**src/rtl/maquina_de_cafe_pkg.sv**
```systemverilog
// Shared definitions for the coffee/tea dispenser controller.
// Holds the 4-bit state encoding, the 3-bit action codes driven on `out`,
// and helpers that classify terminal states and map them to their codes.
package maquina_de_cafe_pkg;

    typedef enum logic [3:0] {
        ESPERA         = 4'b0000,
        MONEDA         = 4'b0001,
        AGUA           = 4'b0010,
        TE             = 4'b0011,
        CAFE           = 4'b0100,
        SERVIR_CAFE    = 4'b0110,
        DEVOLVER       = 4'b0111,
        SERVIR_TE      = 4'b1000,
        SERVIR_TE_DEV5 = 4'b1001
    } estado_t;

    // Action codes. Prefixed because CAFE/TE/DEVOLVER are also state names.
    localparam logic [2:0] OUT_NADA       = 3'b000;
    localparam logic [2:0] OUT_CAFE       = 3'b001;
    localparam logic [2:0] OUT_TE         = 3'b010;
    localparam logic [2:0] OUT_DEVOLVER   = 3'b100;
    localparam logic [2:0] OUT_DEVOLVER_5 = 3'b101;

    function automatic logic es_terminal(input logic [3:0] e);
        return (e == SERVIR_CAFE) || (e == DEVOLVER) ||
               (e == SERVIR_TE)   || (e == SERVIR_TE_DEV5);
    endfunction

    function automatic logic [2:0] codigo_de(input logic [3:0] e);
        case (e)
            SERVIR_CAFE:    return OUT_CAFE;
            DEVOLVER:       return OUT_DEVOLVER;
            SERVIR_TE:      return OUT_TE;
            SERVIR_TE_DEV5: return OUT_DEVOLVER_5;
            default:        return OUT_NADA;
        endcase
    endfunction

endpackage

```
**src/rtl/maquina_de_cafe.sv**
```systemverilog
// Control FSM for a coin-operated coffee/tea dispenser.
// Ports:
//   clk  - system clock, rising edge
//   rst  - asynchronous active-low reset
//   hm   - coin present          ha - water available
//   bp   - selection button      bc - coffee button   bt - tea button
//   hc   - coffee stock present  md - coin is 10      mc - coin is 5
//   out  - 3-bit action code for the dispenser/coin-return mechanics
module maquina_de_cafe
    import maquina_de_cafe_pkg::*;
(
    input  logic       clk,
    input  logic       rst,
    input  logic       hm,
    input  logic       ha,
    input  logic       bp,
    input  logic       bc,
    input  logic       bt,
    input  logic       hc,
    input  logic       md,
    input  logic       mc,
    output logic [2:0] out
);

    estado_t estado, estado_sig;

    always_ff @(posedge clk or negedge rst) begin
        if (!rst) estado <= ESPERA;
        else      estado <= estado_sig;
    end

    always_comb begin
        estado_sig = estado;
        case (estado)
            ESPERA: if (hm) estado_sig = MONEDA;
            MONEDA: if (ha) estado_sig = AGUA;
            AGUA: begin
                // Tea is checked first so it wins when both buttons are held.
                if (bp && bt)            estado_sig = TE;
                else if (bp && bc && hc) estado_sig = CAFE;
                else if (bp && bc)       estado_sig = DEVOLVER;
            end
            TE: begin
                if (md)      estado_sig = SERVIR_TE_DEV5;
                else if (mc) estado_sig = SERVIR_TE;
            end
            CAFE: begin
                if (md)      estado_sig = SERVIR_CAFE;
                else if (mc) estado_sig = DEVOLVER;
            end
            // Terminal states and unused encodings all fall back to ESPERA.
            default: estado_sig = ESPERA;
        endcase
    end

    // Lookahead output: a terminal next state drives its code in the same
    // cycle the deciding input is seen; the code is held while in that state.
    always_comb begin
        out = OUT_NADA;
        if (rst) begin
            if (es_terminal(estado_sig))  out = codigo_de(estado_sig);
            else if (es_terminal(estado)) out = codigo_de(estado);
        end
    end

endmodule

```
**config.mk**
```make
export PLATFORM = sky130hd
export DESIGN_NAME = maquina_de_cafe
export DESIGN_NICKNAME = d
export VERILOG_FILES = /design/src/rtl/maquina_de_cafe_pkg.sv /design/src/rtl/maquina_de_cafe.sv
export SDC_FILE = /design/constraint.sdc
export NUM_CORES = 1
export LEC_CHECK = 0
export ABC_AREA = 1
export CAP_MARGIN = 5
export CORE_AREA = 2 2 39 41
export DETAILED_ROUTE_END_ITERATION = 10
export DIE_AREA = 0 0 41 43
export PLACE_DENSITY_LB_ADDON = 0.3
export SYNTH_ARGS = -nofsm -noshare
export SYNTH_HDL_FRONTEND = slang
export SYNTH_SLANG_ARGS = --single-unit
```
**constraint.sdc**
```tcl
create_clock -name clk -period 4.4 [get_ports clk]
set_clock_uncertainty 0.05 [all_clocks]
set_input_delay 0.88 -clock clk [delete_from_list [all_inputs] [get_ports clk]]
set_output_delay 0.88 -clock clk [all_outputs]
set_load 0.1 [all_outputs]
```
==> load_flow_metrics.sql, run 1 <==
INSERT INTO impl_metrics (metric_group, metric, value, unit) VALUES
('route', 'drc_errors', '0', ''),
('global_route', 'gr-total-overflow', '0', ''),
('clocking', 'worst_setup_hold_path_clk_slew', '0.03', 'ns'),
('timing', 'final_max_slew_viol_count', '0', ''),
('cells_and_area', 'layout.cell_area.non_filler', '590.6', 'sq um'),
('clocking', 'clock_insertion_delay_worst_skew', '0.23', 'ns'),
('timing', 'fin_setup_tns', '0', 'ns'),
('worst_setup_path', 'crit_path_cell_trace', 'clkdlybuf4s50_1 > nor2_1 > nand3_1 > nand2_1 > nand2_1 > nand3_2 > nand2_2 > nand2_1 > nor2_1 > nor2_2 > buf_4', ''),
('clocking', 'inserted_clock_buffers', '3', ''),
('cells_and_area', 'syn2layout_area_growth', '35.63', '%'),
('place', 'gpl.final_weighted_congestion', '0.7956', ''),
('worst_setup_path', 'critical_setup_path_kind', 'in -> out', ''),
('synth', 'post-synth-top-count-cell', 'sky130_fd_sc_hd__nand2_1', ''),
('worst_setup_path', 'crit_buf_inv', '2', ''),
('synth', 'synth_async_sr_flop_share', '1.000', ''),
('cells_and_area', 'final_layout_size_suffix_gt1_frac', '0.2706', ''),
('synth', 'synth_largest_type_area_fraction', '0.2299', ''),
('cells_and_area', 'largest_reg_flops', '4', ''),
('worst_setup_path', 'crit_path_end_kind', 'primary output', ''),
('route', 'detailedRoute.firstIterationViolations', '8', ''),
('synth', 'synth_top_family_by_area', 'simple AND/OR/NAND/NOR gates', ''),
('clocking', 'clkSinkCount', '4', ''),
('route', 'antenna_violating_nets_post_route', '0', ''),
('power_and_ir_drop', 'power_per_cell_area', '465.7', 'nW/um^2'),
('clocking', 'htree_num_levels', '1', ''),
('flow_run', 'timing.max_cap.violations', '0', ''),
('cells_and_area', 'fillers', '156', ''),
('worst_setup_path', 'cp_max_fo', '4', ''),
('worst_setup_path', 'worst_ep_arrival_time', '2.40', 'ns'),
('cells_and_area', 'multi_input_area', '290.3', 'sq um'),
('clocking', 'tritoncts_clock_tree', 'built', ''),
('clocking', 'clockRootBuffer', 'sky130_fd_sc_hd__clkbuf_4', ''),
('floorplanning', 'die_h', '43', 'um'),
('power_and_ir_drop', 'static_leakage', '0.3121', 'nW'),
('floorplanning', 'num_io_pins', '13', ''),
('clocking', 'worst_case_clock_buffer_depth', '2', ''),
('synth', 'synth_xor_area_frac', '0', ''),
('status', 'status', 'complete, no violations', ''),
('synth', 'mean_post_synth_cell_area', '6.220', 'sq um'),
('synth', 'netlist_top_cells_count', 'sky130_fd_sc_hd__nand2_1 (20), sky130_fd_sc_hd__inv_1 (10), sky130_fd_sc_hd__nand3_1 (8)', ''),
('synth', 'synth_enable_flop_cells', '0', ''),
('timing', 'post-route-min-period', '3.331', 'ns'),
('global_route', 'grtUsageTotal', '0.1393', ''),
('floorplanning', 'initial_core_utilization', '0.3146', ''),
('route', 'met1Wirelength', '423', 'um'),
('synth', 'netlist_top_cells_area', 'sky130_fd_sc_hd__dfrtp_1 (23%), sky130_fd_sc_hd__nand2_1 (17%), sky130_fd_sc_hd__nand3_1 (9.2%)', ''),
('power_and_ir_drop', 'ir_drop', '0.0001896', 'V'),
('timing', 'maxSlewHeadroom', '0.8158', ''),
('cells_and_area', 'regArea', '100.1', 'sq um'),
('route', 'via_count', '460', ''),
('cells_and_area', 'final_net_count', '97', ''),
('synth', 'yosys.area_share.simple', '0.5517', ''),
('cells_and_area', 'largestRegisters', 'estado: 4 flops', ''),
('global_route', 'initial_antenna_violation_count', '0', ''),
('cells_and_area', 'largest-register', 'estado', ''),
('synth', 'synth_ff_type', 'sky130_fd_sc_hd__dfrtp_1', ''),
('clocking', 'cts_repair_resize_count', '0', ''),
('route', 'met2_length', '434', 'um'),
('min_path', 'worst_hold_path_type', 'reg -> reg', ''),
('floorplanning', 'dieWidth', '41', 'um'),
('timing', 'max_frequency', '0.3002', 'GHz'),
('clocking', 'cts_setup_buffers', '0', ''),
('synth', 'synth.distinct_cells', '14', ''),
('timing', 'worst-slew-pin-transition', '0.2786', 'ns'),
('worst_setup_path', 'startpoint_type', 'primary input', ''),
('synth', 'synth_top_area_cell', 'sky130_fd_sc_hd__dfrtp_1', ''),
('worst_setup_path', 'crit_family', 'simple AND/OR/NAND/NOR gates', ''),
('worst_setup_path', 'slowest_delay', '0.44', 'ns'),
('cells_and_area', 'num_antenna_cells', '0', ''),
('worst_setup_path', 'critical_path.most_common_cell', 'sky130_fd_sc_hd__nand2_1', ''),
('worst_setup_path', 'slowest_cp_cell', 'sky130_fd_sc_hd__clkdlybuf4s50_1', '');
-- final timing paths --
kind / end / slack [ns] / cells after the start / start
worst max-delay path: out[0] / 1.07 / 11 / mc
worst min-delay path: estado[3] / 0.55 / 3 / estado[2]
worst max register to register: estado[0] / 3.22 / 5 / estado[0]
worst min register to register: estado[3] / 0.55 / 3 / estado[2]
max in group asynchronous: estado[3] / 3.30 / 1 / rst
min in group asynchronous: estado[1] / 0.82 / 1 / rst
-- worst reg2reg max path, delay by kind of cell, from the launching register on --
family,cells,cell delay (ns)
flops,1,0.42
simple gates,5,0.62
-- layout make-up --
| class | instances | share of cell area |
|---|---|---|
| multi-input combinational | 54 | 0.4915 |
| timing repair buffer | 12 | 0.1907 |
| sequential | 4 | 0.1695 |
| inverter | 12 | 0.07627 |
| clock buffer | 3 | 0.03814 |
| tap | 16 | 0.03390 |
-- per-layer routing --
metal	up-vias	track usage
li1	247	-
met1	201	0.1732
met2	10	0.2094
met3	2	0.03141
met4	0	0.08000
met5	-	0
-- layout by cell type, fill, tap and decap left out, drive strengths merged --
cell type      synthesis  final
nand2                 24     24
inv                   12     12
nor2                  12     12
nand3                 11     11
clkdlybuf4s50          0      9
dfrtp                  4      4
clkbuf                 0      3
buf                    0      3
o21ai                  3      3
a21boi                 2      2
a21oi                  1      1
nor3b                  1      1
-- logic make-up (layout without fill, tap and decap cells) --
family | Yosys count | in the layout
compound gates | 6 | 6
buf+inv | 12 | 27
flops | 4 | 4
simple gates | 48 | 48
-- where the power goes --
part | total [mW] | internal [mW] | leakage [nW] | switching, mW
Combinational | 0.168 | 0.0508 | 0.245 | 0.117
Sequential | 0.0627 | 0.0487 | 0.0528 | 0.0140
Clock | 0.0441 | 0.0304 | 0.0138 | 0.0137
-- stage by stage --
stage | cells | worst slack, ns | power [mW] | util | hold WS [ns]
after floorplan | 70 | 0.01235 | 0.1932 | - | 0.5026
after global placement | 98 | 1.098 | 0.2327 | 0.4105 | 0.5486
after detailed placement | 98 | 1.082 | 0.2316 | 0.4105 | 0.5468
after CTS | 101 | 1.068 | 0.2782 | 0.4268 | 0.5498
after global routing | 101 | 0.8819 | 0.3012 | 0.4268 | 0.5864
final | 101 | 1.069 | 0.2750 | 0.4268 | 0.5517
Note: power is estimated with default switching activity, not from simulation.
==> inputs of run 2 (changes only) <==
==> constraint.sdc (replaced) <==
create_clock -name clk -period 3.45 [get_ports clk]
set_clock_uncertainty 0.05 [all_clocks]
set_input_delay 0.69 -clock clk [delete_from_list [all_inputs] [get_ports clk]]
set_output_delay 0.69 -clock clk [all_outputs]
set_load 0.1 [all_outputs]
==> run 2 against run 1 <==
Register-to-register slack got worse by 0.98 ns. Largest cell class unchanged. Power rose by 34%. Largest power group unchanged. Cell area rose by 6.4%. Core utilization rose by 2.7 points. Worst setup slack got worse by 0.54 ns. Cell count did not move.
==> load_flow_metrics.sql, run 2 (synthesis gave the netlist of run 1 again) <==
INSERT INTO impl_metrics (metric_group, metric, value, unit) VALUES
('cells_and_area', 'syn2layout_area_growth', '44.25', '%'),
('worst_setup_path', 'slowest_delay', '0.43', 'ns'),
('min_path', 'timing.hold.worst.start', 'estado[2]', ''),
('cells_and_area', 'final_net_count', '97', ''),
('worst_setup_path', 'rr_worst_depth', '5', ''),
('power_and_ir_drop', 'p_switching', '0.1882', 'mW'),
('timing', 'rsz0062_at_grt', 'false', ''),
('worst_setup_path', 'timing.rr.start', 'estado[3]', ''),
('clocking', 'tritoncts_clock_tree', 'built', ''),
('cells_and_area', 'layout.cell_area.non_filler', '628.1', 'sq um'),
('timing', 'worst-slew-pin-transition', '0.2757', 'ns'),
('route', 'drc_errors', '0', ''),
('timing', 'final_max_slew_viol_count', '0', ''),
('power_and_ir_drop', 'share_comb_of_total_power', '0.633', ''),
('route', 'via_per_inst', '4.446', ''),
('route', 'antenna_violating_nets_post_route', '0', ''),
('place', 'placement.cell_area', '605.6', 'sq um'),
('flow_run', 'timing.max_cap.violations', '0', ''),
('clocking', 'clkSinkCount', '4', ''),
('floorplanning', 'num_io_pins', '13', ''),
('power_and_ir_drop', 'switching_share', '0.5107', ''),
('global_route', 'largest_net_degree_at_the_start_of_global_routing', '7', ''),
('status', 'status', 'complete, no violations', ''),
('worst_setup_path', 'capturing_point_of_the_worst_reg2reg_path', 'estado[0]', ''),
('min_path', 'worstHoldEndpoint', 'estado[3]', ''),
('floorplanning', 'core_region_area', '1384', 'sq um'),
('clocking', 'postCtsHoldBufs', '0', ''),
('route', 'wl_per_cell', '8.941', 'um'),
('timing', 'final_hold_viol_count', '0', ''),
('floorplanning', 'placementRows', '14', ''),
('cells_and_area', 'postLayoutCoreUtil', '0.4539', ''),
('power_and_ir_drop', 'power_per_cell_area', '586.8', 'nW/um^2'),
('timing', 'final.period_utilization', '0.8456', ''),
('worst_setup_path', 'reg_to_reg_slack_setup', '2.24', 'ns'),
('power_and_ir_drop', 'fin_total_pwr', '0.3686', 'mW'),
('route', 'detailedRoute.firstIterationViolations', '5', ''),
('floorplanning', 'dieWidth', '41', 'um'),
('global_route', 'initial_antenna_violation_count', '0', ''),
('clocking', 'clock_insertion_delay_worst_skew', '0.23', 'ns'),
('cells_and_area', 'final_layout_size_suffix_gt1_frac', '0.2706', ''),
('clocking', 'worst_setup_hold_path_clk_slew', '0.04', 'ns'),
('worst_setup_path', 'startpoint_type', 'primary input', ''),
('cells_and_area', 'mostFrequentLayoutCells', 'sky130_fd_sc_hd__nand2_1 (20), sky130_fd_sc_hd__inv_1 (10), sky130_fd_sc_hd__clkdlybuf4s50_1 (9), sky130_fd_sc_hd__nand3_1 (8), sky130_fd_sc_hd__nor2_1 (7)', ''),
('floorplanning', 'die_h', '43', 'um'),
('min_path', 'worst_hold_path_type', 'reg -> reg', ''),
('clocking', 'clockRootBuffer', 'sky130_fd_sc_hd__clkbuf_4', ''),
('min_path', 'hold_path_cell_cnt', '3', ''),
('timing', 'post-route-min-period', '2.917', 'ns'),
('timing', 'fin_setup_tns', '0', 'ns'),
('worst_setup_path', 'slowest_cp_cell', 'sky130_fd_sc_hd__clkdlybuf4s50_1', ''),
('timing', 'max_frequency', '0.3428', 'GHz'),
('route', 'firstDrtPassIters', '4', ''),
('route', 'wl', '903', 'um'),
('power_and_ir_drop', 'static_leakage', '0.3211', 'nW'),
('timing', 'maxSlewHeadroom', '0.8156', ''),
('power_and_ir_drop', 'power.clock.fraction', '0.150', ''),
('worst_setup_path', 'crit_path_end_kind', 'primary output', ''),
('worst_setup_path', 'critical_setup_path_kind', 'in -> out', ''),
('clocking', 'worst_case_clock_buffer_depth', '2', ''),
('floorplanning', 'die_area', '1763', 'sq um'),
('route', 'via_count', '449', ''),
('global_route', 'gr-total-overflow', '0', ''),
('worst_setup_path', 'critPathRequiredTime', '2.71', 'ns'),
('place', 'io_buffers', '12', ''),
('clocking', 'cts_setup_buffers', '0', ''),
('timing', 'setup-violations-final', '0', ''),
('worst_setup_path', 'critical_path.most_common_cell', 'sky130_fd_sc_hd__nand2_1', ''),
('cells_and_area', 'largest_reg_flops', '4', ''),
('place', 'gpl.final_weighted_congestion', '0.7651', ''),
('clocking', 'inserted_clock_buffers', '3', ''),
('worst_setup_path', 'worst_ep_arrival_time', '2.18', 'ns'),
('floorplanning', 'initial_core_utilization', '0.3146', ''),
('global_route', 'grt_pass1_vias', '404', ''),
('global_route', 'grt_pass1_wl', '1497', 'um'),
('cells_and_area', 'largestRegisters', 'estado: 4 flops', ''),
('power_and_ir_drop', 'power_report.internal_total', '0.1804', 'mW'),
('cells_and_area', 'num_antenna_cells', '0', ''),
('power_and_ir_drop', 'ir_drop', '0.0002422', 'V'),
('power_and_ir_drop', 'power.share.sequential', '0.217', ''),
('cells_and_area', 'leading_cell_type_in_the_layout_fill_and_taps_excluded', 'sky130_fd_sc_hd__nand2_1', ''),
('place', 'dp_hpwl', '735.5', 'um'),
('clocking', 'cts_repair_resize_count', '0', ''),
('cells_and_area', 'largest-register', 'estado', ''),
('worst_setup_path', 'crit_path_cell_trace', 'clkdlybuf4s50_1 > nor2_1 > nand3_1 > nand2_1 > nand2_1 > nand3_2 > nand2_2 > nand3_2 > nand2_1 > nor2_1 > buf_12', ''),
('worst_setup_path', 'cp_max_fo', '4', ''),
('clocking', 'htree_num_levels', '1', ''),
('global_route', 'grtUsageTotal', '0.1253', '');
==> run 2: cell counts in the layout (fill, tap and decap cells not counted) <==
No cell type changed its count.
==> run 2: how the worst max path moves through the flow <==
stage / startpoint / endpoint / slack, ns / cells past startpoint
floorplan: mc / out[2] / 0.19 / 9
global placement: bp / out[2] / 0.55 / 9
detailed placement: mc / out[2] / 0.53 / 11
CTS: mc / out[2] / 0.53 / 11
global route: mc / out[2] / 0.41 / 11
finish: mc / out[2] / 0.53 / 11
==> run 2: metal layers <==
metal / track usage / up-vias / part of all wire / wire length (um)
met1: 0.1672 / 192 / 0.49 / 446
met3: 0.01571 / 0 / 0.038 / 34
met4: 0.08000 / 0 / 0 / 0
met5: 0 / - / 0 / 0
met2: 0.1813 / 9 / 0.47 / 422
li1: - / 248 / - / -
==> run 2: final cells by class <==
class / count / area [sq um]
clock buffers: 3 / 22.52
inverters: 12 / 45.04
repair buffers: 12 / 150.1
flip-flops and latches: 4 / 100.1
multi-input cells: 54 / 290.3
well taps: 16 / 20.02
fillers: 147 / 755.7
==> run 2: stage by stage <==
| stage | instances | hold WS, ns | setup slack [ns] |
|---|---|---|---|
| 2_1_floorplan | 70 | 0.3444 | 0.1945 |
| 3_3_place_gp | 98 | 0.5600 | 0.5483 |
| 6_report | 101 | 0.5601 | 0.5327 |
| 3_5_place_dp | 98 | 0.5541 | 0.5314 |
| 5_1_grt | 101 | 0.5969 | 0.4117 |
| 4_1_cts | 101 | 0.5572 | 0.5263 |
==> run 2: power by group through the flow <==
stage | sequential [mW] | clock [mW] | combinational [mW]
CTS | 0.0796 | 0.0586 | 0.234
floorplan | 0.0763 | 0 | 0.170
finish | 0.0801 | 0.0553 | 0.233
global placement | 0.0803 | 0 | 0.233
global route | 0.0821 | 0.0640 | 0.253
detailed placement | 0.0801 | 0 | 0.233
==> run 2: worst max-delay path, delay by kind of cell <==
family / cells / cell delay [ns]
buffers and inverters: 2 / 0.63
and+or+nand+nor: 9 / 0.86
